### config.mk
export PLATFORM = sky130hd
export DESIGN_NAME = fredkin_descrambler
export DESIGN_NICKNAME = d
export VERILOG_FILES = /design/src/rtl/fredkin_pkg.sv /design/src/rtl/fredkin_stage.sv /design/src/rtl/fredkin_descrambler.sv
export SDC_FILE = /design/constraint.sdc
export NUM_CORES = 1
export LEC_CHECK = 0
export CAP_MARGIN = 20
export CORE_MARGIN = 2
export CORE_UTILIZATION = 38
export DETAILED_ROUTE_END_ITERATION = 8
export MAX_ROUTING_LAYER = met4
export PLACE_DENSITY_LB_ADDON = 0.2
export SETUP_SLACK_MARGIN = 0.5
export SLEW_MARGIN = 20
export SYNTH_ARGS = -nofsm -noshare
export SYNTH_HDL_FRONTEND = slang
export SYNTH_SLANG_ARGS = --single-unit
### constraint.sdc
create_clock -name clk -period 4 [get_ports clk]
set_input_delay 0.4 -clock clk [delete_from_list [all_inputs] [get_ports clk]]
set_output_delay 0.4 -clock clk [all_outputs]
set_load 0.02 [all_outputs]
### src/rtl/fredkin_pkg.sv
// fredkin_pkg: shared constants, lane/key types and pair-index helpers for the
// Fredkin (keyed cswap butterfly) descrambler.
// Optional feature macro: FREDKIN_POPCHK_EN (adds the popcount helper).
package fredkin_pkg;

  localparam int unsigned LANES  = 8;
  localparam int unsigned LANE_W = 4;
  localparam int unsigned S      = 3;
  localparam int unsigned DW     = LANES * LANE_W;
  localparam int unsigned HALF   = LANES / 2;
  localparam int unsigned KW     = S * HALF;
  localparam int unsigned PW     = $clog2(DW + 1);

  typedef logic [LANES-1:0][LANE_W-1:0] lanes_t;
  typedef logic [KW-1:0]                key_t;

  // Low lane of pair j in stage s: insert a 0 at bit position s of j.
  function automatic int unsigned pair_lo(input int unsigned s, input int unsigned j);
    int unsigned d;
    d = 32'd1 << s;
    return ((j / d) * (2 * d)) + (j % d);
  endfunction

  // Key bit that controls pair j of stage s.
  function automatic int unsigned key_bit(input int unsigned s, input int unsigned j);
    return (s * HALF) + j;
  endfunction

`ifdef FREDKIN_POPCHK_EN
  function automatic logic [PW-1:0] popcount(input logic [DW-1:0] w);
    logic [PW-1:0] c;
    c = '0;
    for (int i = 0; i < DW; i++) c = c + PW'(w[i]);
    return c;
  endfunction
`endif

endpackage

### src/rtl/fredkin_stage.sv
// fredkin_stage: one butterfly stage (HALF cswap gates at distance 2^STAGE)
// feeding its pipeline slot register and valid bit.
// Ports:
//   clk, rst_n           clock, async active-low reset
//   key_bits  [HALF]     per-pair swap enables for this stage
//   load_en              slot may load this cycle (empty or draining)
//   up_valid, up_data    upstream beat
//   valid, data          slot contents
//   up_pop, pop          carried popcount (FREDKIN_POPCHK_EN only)
module fredkin_stage
  import fredkin_pkg::*;
#(
  parameter int unsigned STAGE = 0
) (
  input  logic            clk,
  input  logic            rst_n,
  input  logic [HALF-1:0] key_bits,
  input  logic            load_en,
  input  logic            up_valid,
  input  logic [DW-1:0]   up_data,
`ifdef FREDKIN_POPCHK_EN
  input  logic [PW-1:0]   up_pop,
  output logic [PW-1:0]   pop,
`endif
  output logic            valid,
  output logic [DW-1:0]   data
);

  localparam int unsigned D = 32'd1 << STAGE;

  lanes_t up_lanes;
  lanes_t swp_c;

  assign up_lanes = up_data;

  // Controlled swap of each pair (lo, lo+D).
  for (genvar j = 0; j < HALF; j++) begin : g_pair
    localparam int unsigned LO = pair_lo(STAGE, j);
    localparam int unsigned HI = LO + D;
    assign swp_c[LO] = key_bits[j] ? up_lanes[HI] : up_lanes[LO];
    assign swp_c[HI] = key_bits[j] ? up_lanes[LO] : up_lanes[HI];
  end

  // Slot register; data only updates when a real beat arrives.
  always_ff @(posedge clk or negedge rst_n) begin
    if (!rst_n) begin
      valid <= 1'b0;
      data  <= '0;
    end else if (load_en) begin
      valid <= up_valid;
      if (up_valid) data <= swp_c;
    end
  end

`ifdef FREDKIN_POPCHK_EN
  always_ff @(posedge clk or negedge rst_n) begin
    if (!rst_n)                    pop <= '0;
    else if (load_en && up_valid)  pop <= up_pop;
  end
`endif

endmodule

### src/rtl/fredkin_descrambler.sv
// fredkin_descrambler: undoes a keyed cswap butterfly by applying stages
// S-1..0 in an S-deep valid/ready pipeline.
// Ports:
//   clk, rst_n            clock, async active-low reset
//   key_in, key_load      key capture, honoured while key_ready
//   key_ready             pipeline empty and no beat accepted this cycle
//   in_data/valid/ready   scrambled input stream
//   out_data/valid/ready  descrambled output stream (slot S-1 register)
//   pop_err               popcount check pulse (FREDKIN_POPCHK_EN only)
// Optional feature macro: FREDKIN_POPCHK_EN.
module fredkin_descrambler
  import fredkin_pkg::*;
(
  input  logic          clk,
  input  logic          rst_n,
  input  logic [KW-1:0] key_in,
  input  logic          key_load,
  output logic          key_ready,
  input  logic [DW-1:0] in_data,
  input  logic          in_valid,
  output logic          in_ready,
  output logic [DW-1:0] out_data,
  output logic          out_valid,
`ifdef FREDKIN_POPCHK_EN
  output logic          pop_err,
`endif
  input  logic          out_ready
);

  key_t          key_q;
  logic [S-1:0]  vld;
  logic [DW-1:0] dat [S];
  logic          empty_c;
  logic          ld0_c;
  logic          acc_c;
`ifdef FREDKIN_POPCHK_EN
  logic [PW-1:0] pop [S];
`endif

  // A key load takes priority over an input beat when the pipe is empty.
  assign empty_c   = ~|vld;
  assign ld0_c     = out_ready | ~(&vld);
  assign in_ready  = ld0_c & ~(key_load & empty_c);
  assign acc_c     = in_valid & in_ready;
  assign key_ready = empty_c & ~acc_c;

  // Key only changes while nothing is in flight, so one register suffices.
  always_ff @(posedge clk or negedge rst_n) begin
    if (!rst_n)                      key_q <= '0;
    else if (key_load && key_ready)  key_q <= key_in;
  end

  for (genvar p = 0; p < S; p++) begin : g_slot
    localparam int unsigned STG = S - 1 - p;
    logic          ld_c;
    logic          up_v_c;
    logic [DW-1:0] up_d_c;
`ifdef FREDKIN_POPCHK_EN
    logic [PW-1:0] up_p_c;
`endif

    // Slot p can load if any slot from p to the output is empty, or the output drains.
    assign ld_c = out_ready | ~(&vld[S-1:p]);

    if (p == 0) begin : g_first
      assign up_v_c = acc_c;
      assign up_d_c = in_data;
`ifdef FREDKIN_POPCHK_EN
      assign up_p_c = popcount(in_data);
`endif
    end else begin : g_next
      assign up_v_c = vld[p-1];
      assign up_d_c = dat[p-1];
`ifdef FREDKIN_POPCHK_EN
      assign up_p_c = pop[p-1];
`endif
    end

    fredkin_stage #(.STAGE(STG)) u_stage (
      .clk      (clk),
      .rst_n    (rst_n),
      .key_bits (key_q[key_bit(STG, 0) +: HALF]),
      .load_en  (ld_c),
      .up_valid (up_v_c),
      .up_data  (up_d_c),
`ifdef FREDKIN_POPCHK_EN
      .up_pop   (up_p_c),
      .pop      (pop[p]),
`endif
      .valid    (vld[p]),
      .data     (dat[p])
    );
  end

  assign out_valid = vld[S-1];
  assign out_data  = dat[S-1];

`ifdef FREDKIN_POPCHK_EN
  // Swaps conserve ones; flag any beat whose count changed in flight.
  always_ff @(posedge clk or negedge rst_n) begin
    if (!rst_n) pop_err <= 1'b0;
    else        pop_err <= out_valid & out_ready & (popcount(out_data) != pop[S-1]);
  end
`endif

endmodule

==> flow_summary.json, run 1 <==
{
  "clock_sinks": 111,
  "floorplan.io_pins": 84,
  "antenna_found_initial": 0,
  "synth_area_leaders": "dfrtp_1 53%, mux2_2 16%, mux2i_1 12%, a21oi_1 9.1%, a31oi_1 3.8%",
  "placement.io_buffers": 83,
  "routed_wirelength_um": 11600,
  "synth_xor_area_share_pct": 0,
  "worst_setup_hold_path_clk_slew_ns": 0.07,
  "initial_core_util_pct": 39.4,
  "timing_worst_slew_pin_value_ns": 0.650,
  "wire_length_of_the_first_global_routing_pass_um": 18300,
  "max_freq_ghz": 0.321,
  "htreeDepth": 3,
  "layout.filler_cells": 1233,
  "timing.critical_path.to_type": "output port",
  "fp.coreArea_mm2": 0.0133,
  "floorplan.die_area_mm2": 0.0148,
  "finalNetCount": 540,
  "compound_cell_area_share_of_the_yosys_netlist_pct": 13.0,
  "synth-edff-count": 0,
  "critical_path.startpoint_type": "flip-flop",
  "worstSkewPairLatency_ns": 0.35,
  "synthArstFlopShare_pct": 100,
  "min_path_type": "in -> async",
  "synth.top_cell.area_share_pct": 52.9,
  "postSynthCellCount": 432,
  "timing.final.crit_share_pct": 77.9,
  "synthMostInstantiatedCell": "dfrtp_1",
  "drt-vias-per-instance": 5.30,
  "drt_first_pass_iters": 4,
  "proportion_of_synthesized_chip_area_in_sequential_cells_pct": 52.9,
  "grt_setup_unrepaired": "false",
  "post_cts_setup_driven_buffer_insertion_count": 0,
  "synth_simple_gate_area_share_pct": 2.10,
  "drc": 0,
  "cts_inserted_buffers": 9,
  "power.density_mw_per_mm2": 769,
  "slew_viol_final": 0,
  "drv_cap": 0,
  "routed-via-count": 3563,
  "grt-ovfl-total": 0,
  "ys_types": 18,
  "setup.worst_path.class": "reg -> out",
  "tritoncts_clock_tree": "built",
  "proportion_of_synthesized_area_in_mux_cells_pct": 28.5,
  "number_of_global_route_vias_before_repair": 3439,
  "floorplan.die.height_um": 122,
  "worst-path-max-fanout": 68,
  "synth_area_mm2": 0.00525,
  "final_cells": 672,
  "synth-adder-area-share_pct": 0,
  "antenna-diode-count": 0,
  "yosys_warnings": 0,
  "fin_setup_tns_ns": 0,
  "layout-area-overhead-vs-synth_pct": 23.3,
  "run_status": "finished, final reports clean",
  "multiInputGateArea_mm2": 0.00229,
  "clk_root_buffer_cell": "clkbuf_16",
  "grt_start_max_net_pins": 69,
  "ant_nets": 0,
  "wl_per_cell_um": 17.2,
  "place.detailed.instances": 656,
  "net_count_of_the_mapped_netlist": 481,
  "dr.first_iter.drc_count": 202,
  "finalSetupViolations": 0,
  "cts-hold-fix-buffers": 0,
  "period_minus_ws_final_ns": 3.12,
  "synth_seq_cells": 111,
  "synth.largest_area_cell": "dfrtp_1",
  "seq_area_mm2": 0.00278,
  "place.gp.congestion": 0.810,
  "grt_usage_pct": 16.7,
  "row_count": 42,
  "post_route_cells_drive_above_1_share_pct": 21.2,
  "p_leak_nw": 2.64,
  "timing.slew.headroom_pct": 56.7,
  "syn_avg_cell_area_um2": 12.2,
  "critical_path_arrival_ns": 2.72,
  "chipWidth_um": 122,
  "synth_ff_type": "dfrtp_1",
  "vdd.ir_drop.worst_mv": 0.306,
  "post_cts_resize_count": 0,
  "clock_path_buffers": 2,
  "synth_top_family_by_area": "multiplexers",
  "final_hold_viol_count": 0,
  "worst-endpoint-required_ns": 3.60,
  "post-dp-hpwl_um": 8340,
  "yosys-top-cells-count": "111 x dfrtp_1, 96 x a21oi_1, 76 x mux2_2, 64 x mux2i_1, 32 x a31oi_1",
  "final.setup_skew_ns": 0.00901
}
==> routing by layer <==
layer	global-route usage, %	part of all wire, %
met5	-	0
met4	5.60	1.4
met3	2.20	4.2
met2	23.9	43
met1	24.6	51
==> layout by cell type (no fill, tap or decap), types with 3 or more instances in the layout <==
| cell type | netlist | routed |
|---|---|---|
| a21oi_1 | 96 | 96 |
| a31oi_1 | 32 | 32 |
| buf_4 | 0 | 8 |
| clkbuf_16 | 0 | 9 |
| clkdlybuf4s50_1 | 0 | 82 |
| dfrtp_1 | 111 | 110 |
| mux2_2 | 76 | 76 |
| mux2i_1 | 64 | 64 |
| nand2b_1 | 3 | 3 |
==> layout make-up <==
| cell class | instances | share of cell area [%] |
|---|---|---|
| Sequential cell | 111 | 42.9 |
| Multi-Input combinational cell | 279 | 35.3 |
| Timing Repair Buffer | 90 | 13.6 |
| Clock buffer | 11 | 3.90 |
| Tap cell | 176 | 3.40 |
| Clock inverter | 5 | 0.869 |
==> critical path: stages (launching register included) <==
cell and delay (ns):
dfrtp_4 0.73, nor4b_4 0.32, buf_4 0.31, nand3b_4 0.19, nor4b_2 0.18, clkdlybuf4s50_1 0.64
==> per-stage QoR <==
stage / hold WS, ns / utilization [%] / power (W) / area [µm²] / worst slack, ns
after global routing: 0.0921 / 48.5 / 0.00530 / 6480 / 0.748
final: 0.0482 / 48.5 / 0.00498 / 6480 / 0.884
after detailed placement: 0.442 / 46.2 / 0.00410 / 6170 / 1.10
after CTS: 0.0657 / 48.5 / 0.00503 / 6480 / 0.719
after global placement: 0.444 / 46.2 / 0.00405 / 6170 / 1.12
after floorplan: 0.104 / - / 0.00339 / 5250 / 1.92
==> worst paths after layout <==
kind	from	end	slack, ns	cells after the start
worst max-delay path	g_slot[0].u_stage.valid	key_ready	0.88	5
worst min register to register	g_slot[2].u_stage.data[18]	g_slot[2].u_stage.data[18]	0.53	2
worst min-delay path	rst_n	g_slot[0].u_stage.data[23]	0.05	1
min in group clk	g_slot[2].u_stage.data[18]	g_slot[2].u_stage.data[18]	0.53	2
max in group asynchronous	rst_n	g_slot[1].u_stage.data[2]	3.04	2
worst max register to register	g_slot[0].u_stage.valid	g_slot[0].u_stage.data[10]	1.53	5
==> where the power goes <==
| group | switching [W] | total (W) | internal, W |
|---|---|---|---|
| combinational | 0.000818 | 0.00185 | 0.00104 |
| sequential | 0.000580 | 0.00221 | 0.00163 |
| clock | 0.000398 | 0.000918 | 0.000519 |
| total | 0.00180 | 0.00498 | 0.00319 |
==> sequential cells by signal, indices dropped and copies added (netlist names) <==
| register | flops |
|---|---|
| g_slot.u_stage.data | 96 |
| g_slot.u_stage.valid | 3 |
| key_q | 12 |
==> cells by family after synthesis <==
| logic type | Yosys count |
|---|---|
| buffers and inverters | 42 |
| AO/OA/AOI/OAI | 128 |
| multiplexers | 140 |
| flip-flops | 111 |
| AND/OR/NAND/NOR | 11 |
No activity file was read; power rests on OpenSTA's default activity.
==> run 2, diff against run 1 <==
==> constraint.sdc (replaced) <==
create_clock -name clk -period 3.1 [get_ports clk]
set_input_delay 0.31 -clock clk [delete_from_list [all_inputs] [get_ports clk]]
set_output_delay 0.31 -clock clk [all_outputs]
set_load 0.02 [all_outputs]
==> run 2 against run 1 <==
Non-clock buffer count up 1. Utilization rose by 0.30 points. Via count down 0.20%. Critical endpoint unchanged. Critical path type unchanged. Wire length grew 2.4%. Largest power group unchanged. Largest cell class unchanged. Global-route usage is 0.29 points higher. Power up 31%.
==> flow_summary.json, run 2 (synthesis gave the netlist of run 1 again) <==
{
  "placement.io_buffers": 83,
  "largest-register": "g_slot.u_stage.data",
  "vdd.ir_drop.worst_mv": 0.329,
  "most_common_cell_after_layout_fill_and_taps_aside": "dfrtp_1",
  "timing.final.crit_share_pct": 78.1,
  "slew_viol_final": 0,
  "drt-vias-per-instance": 5.28,
  "run_status": "finished, final reports clean",
  "row_count": 42,
  "clock_path_buffers": 2,
  "cts-hold-fix-buffers": 0,
  "grt_start_max_net_pins": 74,
  "tritoncts_clock_tree": "built",
  "final_hold_viol_count": 0,
  "routed_wirelength_um": 11800,
  "final_core_util_pct": 48.8,
  "dr.first_iter.drc_count": 204,
  "initial_core_util_pct": 39.4,
  "clock_sinks": 111,
  "layout_top_registers": "g_slot.u_stage.data x96, key_q x12, g_slot.u_stage.valid x3",
  "grt-ovfl-total": 0,
  "largest_register_ffs": 96,
  "timing.critical_path.to_type": "output port",
  "floorplan.die.height_um": 122,
  "critical_path_arrival_ns": 2.11,
  "clk_root_buffer_cell": "clkbuf_16",
  "drt_first_pass_iters": 4,
  "place.detailed.instances": 657,
  "grt_usage_pct": 17.0,
  "worstSkewPairLatency_ns": 0.35,
  "period_minus_ws_final_ns": 2.42,
  "htreeDepth": 3,
  "worst_setup_path_startpoint": "g_slot[1].u_stage.valid",
  "critical_path.reg2reg.startpoint": "g_slot[1].u_stage.valid",
  "drc": 0,
  "p_leak_nw": 2.66,
  "worst_setup_hold_path_clk_slew_ns": 0.07,
  "finalNetCount": 541,
  "chipWidth_um": 122,
  "floorplan.die_area_mm2": 0.0148,
  "finalSetupViolations": 0,
  "place.gp.congestion": 0.850,
  "multiInputGateArea_mm2": 0.00229,
  "number_of_global_route_vias_before_repair": 3515,
  "floorplan.io_pins": 84,
  "critical_path.startpoint_type": "flip-flop",
  "layout-area-overhead-vs-synth_pct": 24.1,
  "post_cts_setup_driven_buffer_insertion_count": 0,
  "wire_length_of_the_first_global_routing_pass_um": 18700,
  "max_freq_ghz": 0.413,
  "ant_nets": 0,
  "fin_setup_tns_ns": 0,
  "p_total_w": 0.00652,
  "final_cells": 673,
  "timing.slew.headroom_pct": 36.3,
  "worst-endpoint-required_ns": 2.79,
  "cts_inserted_buffers": 9,
  "post_cts_resize_count": 0,
  "setup.worst_path.class": "reg -> out",
  "worst-path-max-fanout": 5,
  "power.density_mw_per_mm2": 1000,
  "drv_cap": 0,
  "post-dp-hpwl_um": 8370,
  "grt_setup_unrepaired": "false",
  "post_route_cells_drive_above_1_share_pct": 21.1,
  "fp.coreArea_mm2": 0.0133,
  "seq_area_mm2": 0.00278,
  "routed-via-count": 3556,
  "layout.filler_cells": 1233,
  "antenna_found_initial": 0,
  "timing_worst_slew_pin_value_ns": 0.955,
  "wl_per_cell_um": 17.6,
  "most-common-layout-cells": "110 x dfrtp_1, 96 x a21oi_1, 82 x clkdlybuf4s50_1",
  "min_path_type": "in -> async",
  "final.setup_skew_ns": 0.00683,
  "antenna-diode-count": 0
}
run 2: path summary, 6_finish.rpt:
check / slack (ns) / cells after the start / to
max in group asynchronous: 2.24 / 2 / g_slot[1].u_stage.data[2]
worst max register to register: 1.24 / 4 / g_slot[0].u_stage.data[1]
min in group clk: 0.53 / 2 / g_slot[2].u_stage.data[22]
worst min-delay path: 0.11 / 1 / key_q[9]
worst min register to register: 0.53 / 2 / g_slot[2].u_stage.data[22]
worst max-delay path: 0.68 / 4 / key_ready
run 2: where the power goes:
group | switching [W] | leakage [nW] | internal [W]
clock network | 0.000527 | 0.158 | 0.000751
registers | 0.000716 | 1.24 | 0.00211
logic | 0.00108 | 1.26 | 0.00134
total | 0.00232 | 2.66 | 0.00420
run 2: through the flow:
stage	cell area (µm²)	worst slack, ns	hold WS (ns)
2_1_floorplan	5250	1.11	0.0144
3_3_place_gp	6190	0.840	0.506
3_5_place_dp	6190	0.793	0.511
4_1_cts	6520	0.650	0.146
5_1_grt	6520	0.548	0.195
6_report	6520	0.680	0.110
run 2: area by class of cell:
| class | instances | area share [%] |
|---|---|---|
| well taps | 176 | 3.38 |
| repair buffers | 91 | 13.8 |
| multi-input cells | 279 | 35.1 |
| clock inverters | 5 | 1.23 |
| clock buffers | 11 | 3.88 |
| flip-flops and latches | 111 | 42.6 |
run 2: worst max-delay path: stages, from the launching register on:
cell and delay [ns]:
dfrtp_1 0.45, nor4b_4 0.32, nand3b_4 0.18, nor4b_2 0.18, clkdlybuf4s50_1 0.63
run 2: per-layer routing:
metal  vias to the layer above  track usage, %  wire length, µm  part of all wire [%]
li1                       1719               -                -                     -
met2                        88            24.3             5250                    44
met4                         0            5.82              163                   1.4
met5                         -               -                0                     0
met3                        12            2.39              477                   4.0
met1                      1737            24.9             5950                    50
==> run 3, diff against run 2 <==
==> constraint.sdc (replaced) <==
create_clock -name clk -period 2 [get_ports clk]
set_input_delay 0.2 -clock clk [delete_from_list [all_inputs] [get_ports clk]]
set_output_delay 0.2 -clock clk [all_outputs]
set_load 0.02 [all_outputs]
==> run 3 against run 2 <==
Combinational power rose by 86%. Die area did not move. Non-clock buffer count rose by 42. Cell count rose by 6.2%. Setup slack got worse by 0.53 ns. Global-route usage rose by 1.6 points. Via count rose by 9.7%. Sequential cell count did not move. First-iteration DRC count fell by 8.8%. Critical path depth rose by 5.
==> flow_summary.json, run 3 (synthesis gave the netlist of run 1 again) <==
{
  "run_status": "finished, final reports clean",
  "chipWidth_um": 122,
  "largest_register_ffs": 96,
  "floorplan.io_pins": 84,
  "switchingPower_w": 0.00398,
  "timing.slew.headroom_pct": 66.2,
  "row_count": 42,
  "worstSkewPairLatency_ns": 0.35,
  "worst_setup_hold_path_clk_slew_ns": 0.07,
  "critical_path.startpoint_type": "flip-flop",
  "grt-ovfl-total": 0,
  "drt_first_pass_iters": 5,
  "p_leak_nw": 3.18,
  "multiInputGateArea_mm2": 0.00257,
  "final.setup_skew_ns": 0.00863,
  "placement.io_buffers": 83,
  "worst-endpoint-required_ns": 2.23,
  "clock_path_buffers": 2,
  "tritoncts_clock_tree": "built",
  "fp.coreArea_mm2": 0.0133,
  "largest-register": "g_slot.u_stage.data",
  "htreeDepth": 3,
  "layout-area-overhead-vs-synth_pct": 41.3,
  "finalSetupViolations": 0,
  "timing.final.crit_share_pct": 92.7,
  "min_path_type": "in -> async",
  "antenna-diode-count": 0,
  "slew_viol_final": 0,
  "cts_inserted_buffers": 9,
  "finalNetCount": 583,
  "post_route_cells_drive_above_1_share_pct": 32.1,
  "clock_sinks": 111,
  "dr.first_iter.drc_count": 186,
  "grt_start_max_net_pins": 66,
  "most_common_cell_after_layout_fill_and_taps_aside": "dfrtp_1",
  "post-place-ws_ns": -0.102,
  "place.detailed.instances": 661,
  "floorplan.die.height_um": 122,
  "drv_cap": 0,
  "layout_setup_ws_ns": 0.147,
  "period_minus_ws_final_ns": 1.85,
  "drt-vias-per-instance": 5.46,
  "layout_top_registers": "g_slot.u_stage.data x96, key_q x12, g_slot.u_stage.valid x3",
  "comb_power_share_pct": 41.5,
  "wl_per_cell_um": 20.0,
  "layout.filler_cells": 1144,
  "floorplan.die_area_mm2": 0.0148,
  "routed_wirelength_um": 14300,
  "post-dp-hpwl_um": 8320,
  "internal-power_w": 0.00683,
  "sw_frac_of_total_pct": 36.8,
  "max_freq_ghz": 0.540,
  "place.gp.congestion": 0.763,
  "grt_usage_pct": 18.6,
  "seq_power_share_pct": 41.2,
  "most-common-layout-cells": "109 x dfrtp_1, 76 x a21oi_1, 64 x mux2i_1",
  "worst-path-max-fanout": 8,
  "p_total_w": 0.0108,
  "initial_core_util_pct": 39.4,
  "ant_nets": 0,
  "timing.critical_path.to_type": "flip-flop",
  "timing_worst_slew_pin_value_ns": 0.507,
  "antenna_found_initial": 0,
  "wire_length_of_the_first_global_routing_pass_um": 20400,
  "number_of_global_route_vias_before_repair": 3636,
  "setup.worst_path.class": "reg -> reg",
  "drc": 0,
  "vdd.ir_drop.worst_mv": 0.580,
  "clock_power_share_pct": 17.3,
  "grt_setup_unrepaired": "true",
  "final_hold_viol_count": 0,
  "clk_root_buffer_cell": "clkbuf_16",
  "critical_path_arrival_ns": 2.08,
  "power.density_mw_per_mm2": 1460,
  "fin_setup_tns_ns": 0,
  "routed-via-count": 3902,
  "final_cells": 715,
  "seq_area_mm2": 0.00278
}
[run 3: cell type report]
cell class	count	area share [%]
Clock inverter	3	0.539
Timing Repair Buffer	133	20.8
Tap cell	176	2.97
Clock buffer	13	3.64
Sequential cell	111	37.4
Multi-Input combinational cell	279	34.6
[run 3: power groups by stage]
stage	registers, W	clock network (W)	logic (W)
floorplan	0.00418	0	0.00266
global placement	0.00442	0	0.00379
detailed placement	0.00447	0	0.00382
CTS	0.00443	0.00189	0.00390
global route	0.00462	0.00200	0.00481
finish	0.00445	0.00187	0.00449
[run 3: worst paths after layout]
kind | start | endpoint | slack [ns] | cells after the start
setup / recovery | g_slot[1].u_stage.valid | g_slot[0].u_stage.data[0] | 0.15 | 9
max in group asynchronous | rst_n | g_slot[1].u_stage.data[2] | 1.09 | 3
hold reg to reg | g_slot[2].u_stage.data[1] | g_slot[2].u_stage.data[1] | 0.52 | 2
setup reg to reg | g_slot[1].u_stage.valid | g_slot[0].u_stage.data[0] | 0.15 | 9
min in group clk | key_in[1] | key_q[1] | 0.47 | 2
hold / removal | rst_n | g_slot[0].u_stage.data[28] | 0.30 | 2
[run 3: worst max-delay path: stages (launching register included)]
cell and delay, ns:
dfrtp_1 0.42, buf_6 0.13, nand4b_1 0.12, buf_4 0.14
nand3b_4 0.09, buf_8 0.15, buf_6 0.14, buf_12 0.12
buf_16 0.14, mux2_4 0.29
[run 3: timing repair]
action,CTS,global route
hold endpoints to repair,24,0
buffers inserted,12,10
hold buffers,1,0
pin swaps,1,1
endpoints found under the setup margin,144,111
gates cloned,4,11
gates resized for setup,79,57
[run 3: layer usage]
layer	wire length, µm	global-route usage, %	share of wire (%)	vias up
met4	202	6.39	1.4	0
li1	-	-	-	1815
met1	6620	27.4	46	1985
met2	6840	26.7	48	90
met5	0	-	0	-
met3	652	2.48	4.6	12
[run 3: metrics by stage]
stage | util (%) | area, µm² | hold WS (ns)
final | 55.6 | 7420 | 0.299
after global routing | 55.6 | 7420 | 0.345
after CTS | 51.7 | 6900 | 0.306
after detailed placement | 47.0 | 6280 | 0.143
after global placement | 47.0 | 6280 | 0.142
after floorplan | - | 5300 | -0.0956
==> RTL edit 1: new RTL, settings of run 1 <==
The option `FREDKIN_POPCHK_EN` is turned on by a define.
--- a/src/rtl/fredkin_pkg.sv
+++ b/src/rtl/fredkin_pkg.sv
@@ -1,6 +1,8 @@
 // fredkin_pkg: shared constants, lane/key types and pair-index helpers for the
 // Fredkin (keyed cswap butterfly) descrambler.
 // Optional feature macro: FREDKIN_POPCHK_EN (adds the popcount helper).
+`define FREDKIN_POPCHK_EN
+
 package fredkin_pkg;
 
   localparam int unsigned LANES  = 8;
Function (old outputs only; new: pop_err): kept (equiv_simple and equiv_induct, registers matched by name and starting in step).
==> RTL edit 1 against run 1 <==
- the run now ends with negative setup slack left
- count of clock-buffer cells in the layout grew 10
- setup slack lost 1.7 ns
- via count grew 39%
- synthesized area up 38%
- critical path depth up 11
- wire length up 39%
- final area rose by 44%
- sequential cell count up 19
Power is left out: the tool's default activity adds up to more than one toggle a clock period on the data nets, which glitch-free logic cannot reach.
==> RTL edit 1: results (changes against run 1) <==
- Hold Slack: 0.08842 ns (+0.04020 ns)
- Setup TNS Final: -1.924 ns (-1.924 ns)
- Dpl hpwl: 12,680 um (+52%)
- Setup crit end kind: register
- M2 GR Usage: 26.26% (+2.3 points)
- Grt met1 use: 25.07% (+0.47 points)
- Avg Inst Size Synth: 10.82 um2 (-11%)
- Die Area: 20,250 um2 (+37%)
- CLK BUF: 21 (+10)
- Worst-skew pair later-pin latency: 0.42 ns (+0.07 ns)
- Beginning of the critical path: g_slot[2].u_stage.data[23]$_DFFE_PN0P_
- Register area share after synthesis: 44.76% (-8.1 points)
- Initial drt markers: 251 (+24%)
- Distinct cells, synth: 33 (+15)
- Vias in the first global route: 5,125 (+49%)
- Number of multi-input logic gates: 426 (+53%)
- Reg area: 3262 um2 (+17%)
- Clock sinks: 130 (+17%)
- PnR worst setup slack: -0.8481 ns (-1.732 ns)
- Crit path DAT: 5.12 ns (+2.40 ns)
- Status: finished with violations
- Max incr delay on CP: 0.51 ns (-0.22 ns)
- Reg-to-reg endpoint: pop_err$_DFF_PN0_
- Fraction of layout cells with a size suffix above 1: 20.50% (-0.67 points)
- Endpoints failing setup: 6 (+6)
- Met3 wire length: 589 um (+20%)
- WL met2: 7324 um (+47%)
- GP Congestion: 0.8540 (+5.5%)
- Multi-input logic portion of the cell area: 39.20% (+3.9 points)
- Post-synth top cells: dfrtp_1 (130), mux2i_1 (96), inv_1 (80), nand2_1 (73), fa_1 (48)
- Failing checks: negative setup slack
- Post-CTS resize count: 77 (+77)
- Met3 global-route usage: 3.264% (+1.1 points)
- Levels on crit path: 16 (+11)
- Vias after detailed routing: 4,964 (+39%)
- Crit path max-delay family: adder cells
- Dpl ws: -1.308 ns (-2.411 ns)
- Total GRT Usage: 17.87% (+1.2 points)
- Final WL: 16,090 um (+39%)
- Crit-path max FO: 2 (-97%)
- P&R area growth vs syn: 28.82%
- Met1 Wirelength: 7931 um (+34%)
-- RTL edit 1: worst register-to-register path, stage by stage (launching register included) --
cell and delay [ns]:
dfrtp_2 0.41, fa_1 0.51, fa_1 0.51, inv_1 0.05, fa_1 0.49, inv_2 0.05
fa_1 0.47, fa_1 0.50, inv_1 0.05, fa_1 0.49, inv_2 0.05, ha_4 0.16
fa_2 0.40, xnor2_2 0.16, xnor2_1 0.13, nor3_1 0.16, a41oi_1 0.13
-- RTL edit 1: kinds of logic (layout without fill, tap and decap cells) --
group | Yosys count | count (layout) | synth area share, %
AOI/OAI and AO/OA | 112 | 112 | 8.005
xor gates and xnor gates | 11 | 11 | 1.325
adders and majority gates | 62 | 62 | 15.63
buffers and inverters | 116 | 249 | 6.180
DFF | 130 | 130 | 44.76
muxes | 121 | 121 | 17.09
and+or+nand+nor | 120 | 120 | 7.006
==> RTL edit 2: new RTL, config.mk and constraints of run 1 <==
Without the edit above. Add an input register stage for `key_in` and `key_load`; this delays them by one clock. The other inputs are not delayed to match.
--- a/src/rtl/fredkin_descrambler.sv
+++ b/src/rtl/fredkin_descrambler.sv
@@ -27,6 +27,14 @@
   input  logic          out_ready
 );
 
+  logic [KW-1:0] key_r;
+  logic key_load_q;
+
+  always_ff @(posedge clk) begin
+    key_r      <= key_in;
+    key_load_q <= key_load;
+  end
+
   key_t          key_q;
   logic [S-1:0]  vld;
   logic [DW-1:0] dat [S];
@@ -40,14 +48,14 @@
   // A key load takes priority over an input beat when the pipe is empty.
   assign empty_c   = ~|vld;
   assign ld0_c     = out_ready | ~(&vld);
-  assign in_ready  = ld0_c & ~(key_load & empty_c);
+  assign in_ready  = ld0_c & ~(key_load_q & empty_c);
   assign acc_c     = in_valid & in_ready;
   assign key_ready = empty_c & ~acc_c;
 
   // Key only changes while nothing is in flight, so one register suffices.
   always_ff @(posedge clk or negedge rst_n) begin
     if (!rst_n)                      key_q <= '0;
-    else if (key_load && key_ready)  key_q <= key_in;
+    else if (key_load_q && key_ready)  key_q <= key_r;
   end
 
   for (genvar p = 0; p < S; p++) begin : g_slot
Formal check against the unedited RTL: not equivalent (Yosys sat finds a counterexample within 4 cycles, from zero or initial values and one cycle with rst_n low).
==> RTL edit 2 against run 1 <==
- register-to-register slack better by 0.11 ns
- power up 15%
- final area up 8.7%
- setup slack better by 0.072 ns
- maximum frequency up 2.4%
- synthesized cell count up 3.0%
- sequential cell count up 13
- count of clock-buffer cells in the layout up 16
- sequential power up 6%
- wire length up 7.2%
- synthesized area up 5.0%
- first-iteration DRC count up 35%
- critical path type unchanged
==> RTL edit 2: results (changes against run 1) <==
- Largest net degree at the start of global routing: 66 (-4.3%)
- Final #Nets: 562 (+4.1%)
- GP Congestion: 0.7628 (-5.8%)
- Htree depth: 4 (+1)
- Clock Pin Slew Worst Setup and Hold Paths: 0.05 ns (-0.02 ns)
- Dpl ws: 1.354 ns (+0.2512 ns)
- Leak pwr: 2.875 nW (+8.9%)
- CP max-delay cell: clkdlybuf4s50_1
- Mapped Cells: 445 (+3.0%)
- Biggest regs: g_slot.u_stage.data (96), key_q (12), key_r (12)
- Beginning of the critical path: g_slot[1].u_stage.valid$_DFFE_PN0N_
- Worst vdd ir: 0.0003675 V (+20%)
- Distinct cells, synth: 19 (+1)
- Placed inst area: 6445 um2 (+4.5%)
- Final Skew: 0.004622 ns (-0.004388 ns)
- Register area share after synthesis: 55.09% (+2.2 points)
- Final WL: 12,400 um (+7.2%)
- Synth async-reset ratio: 89.52% (-10 points)
- Compound-gate portion of the synthesized area: 12.34% (-0.61 points)
- Slew @ Worst Pin: 0.8377 ns (+0.1875 ns)
- Dpl hpwl: 8443 um (+1.2%)
- Initial drt markers: 272 (+35%)
- Worst-skew pair later-pin latency: 0.41 ns (+0.06 ns)
- Fraction of layout cells with a size suffix above 1: 22.81% (+1.6 points)
- Post-DR wirelength/cell: 17.46 um (+1.4%)
- Status: completed
- Crit-path max FO: 38 (-44%)
- Vias in the first global route: 3,740 (+8.8%)
- Total GRT Usage: 17.23% (+0.51 points)
- Num CTS Buffers: 17 (+8)
- Syn nets: 494 (+2.7%)
[RTL edit 2: cell count changes after synthesis, sizes merged]
cell,delta
dfxtp,+13
clkbuf,+2
buf,-2
[RTL edit 2: power by group]
part / leakage, nW / internal (W) / switching (W)
sequential: 1.35 / 0.00177 / 0.000575
combinational: 1.23 / 0.00103 / 0.000825
clock: 0.295 / 0.000984 / 0.000523
[RTL edit 2: layer usage]
layer  vias to the layer above  share of wire, %  global-route usage [%]
met3                        10               4.8                   5.241
met5                         -                 0                       -
met2                        89                46                   24.62
met4                         0              0.92                   4.164
li1                       1775                 -                       -
met1                      1876                48                   24.13
[RTL edit 2: critical path: cells and delay by family, from the launching register on]
| family | cells | cell delay, ns |
|---|---|---|
| AND/OR/NAND/NOR | 3 | 0.69 |
| buffers and inverters | 3 | 1.19 |
| flip-flops | 1 | 0.35 |
[RTL edit 2: path summary, 6_finish.rpt]
path	endpoint	slack [ns]	cells after the start
hold reg to reg	key_q[3]$_DFFE_PN0P_	0.46	1
hold / removal	g_slot[2].u_stage.data[28]$_DFFE_PN0P_	0.09	1
min in group clk	key_r[5]$_DFF_P_	0.43	1
setup reg to reg	g_slot[0].u_stage.data[9]$_DFFE_PN0P_	1.64	6
max in group asynchronous	g_slot[1].u_stage.data[9]$_DFFE_PN0P_	3.03	2
setup / recovery	key_ready	0.96	6
[RTL edit 2: cell type report]
class                      instances  area, um2
timing repair buffer              91      888.4
clock inverter                     5      52.55
multi-input combinational        279       2288
clock buffer                      27      543.0
tap                              184      230.2
sequential                       124       3039
fill                            1269       7327
[RTL edit 2: kinds of logic after synthesis]
family | count (synthesis)
simple gates | 11
buf+inv | 42
mux | 140
flops | 124
compound gates | 128
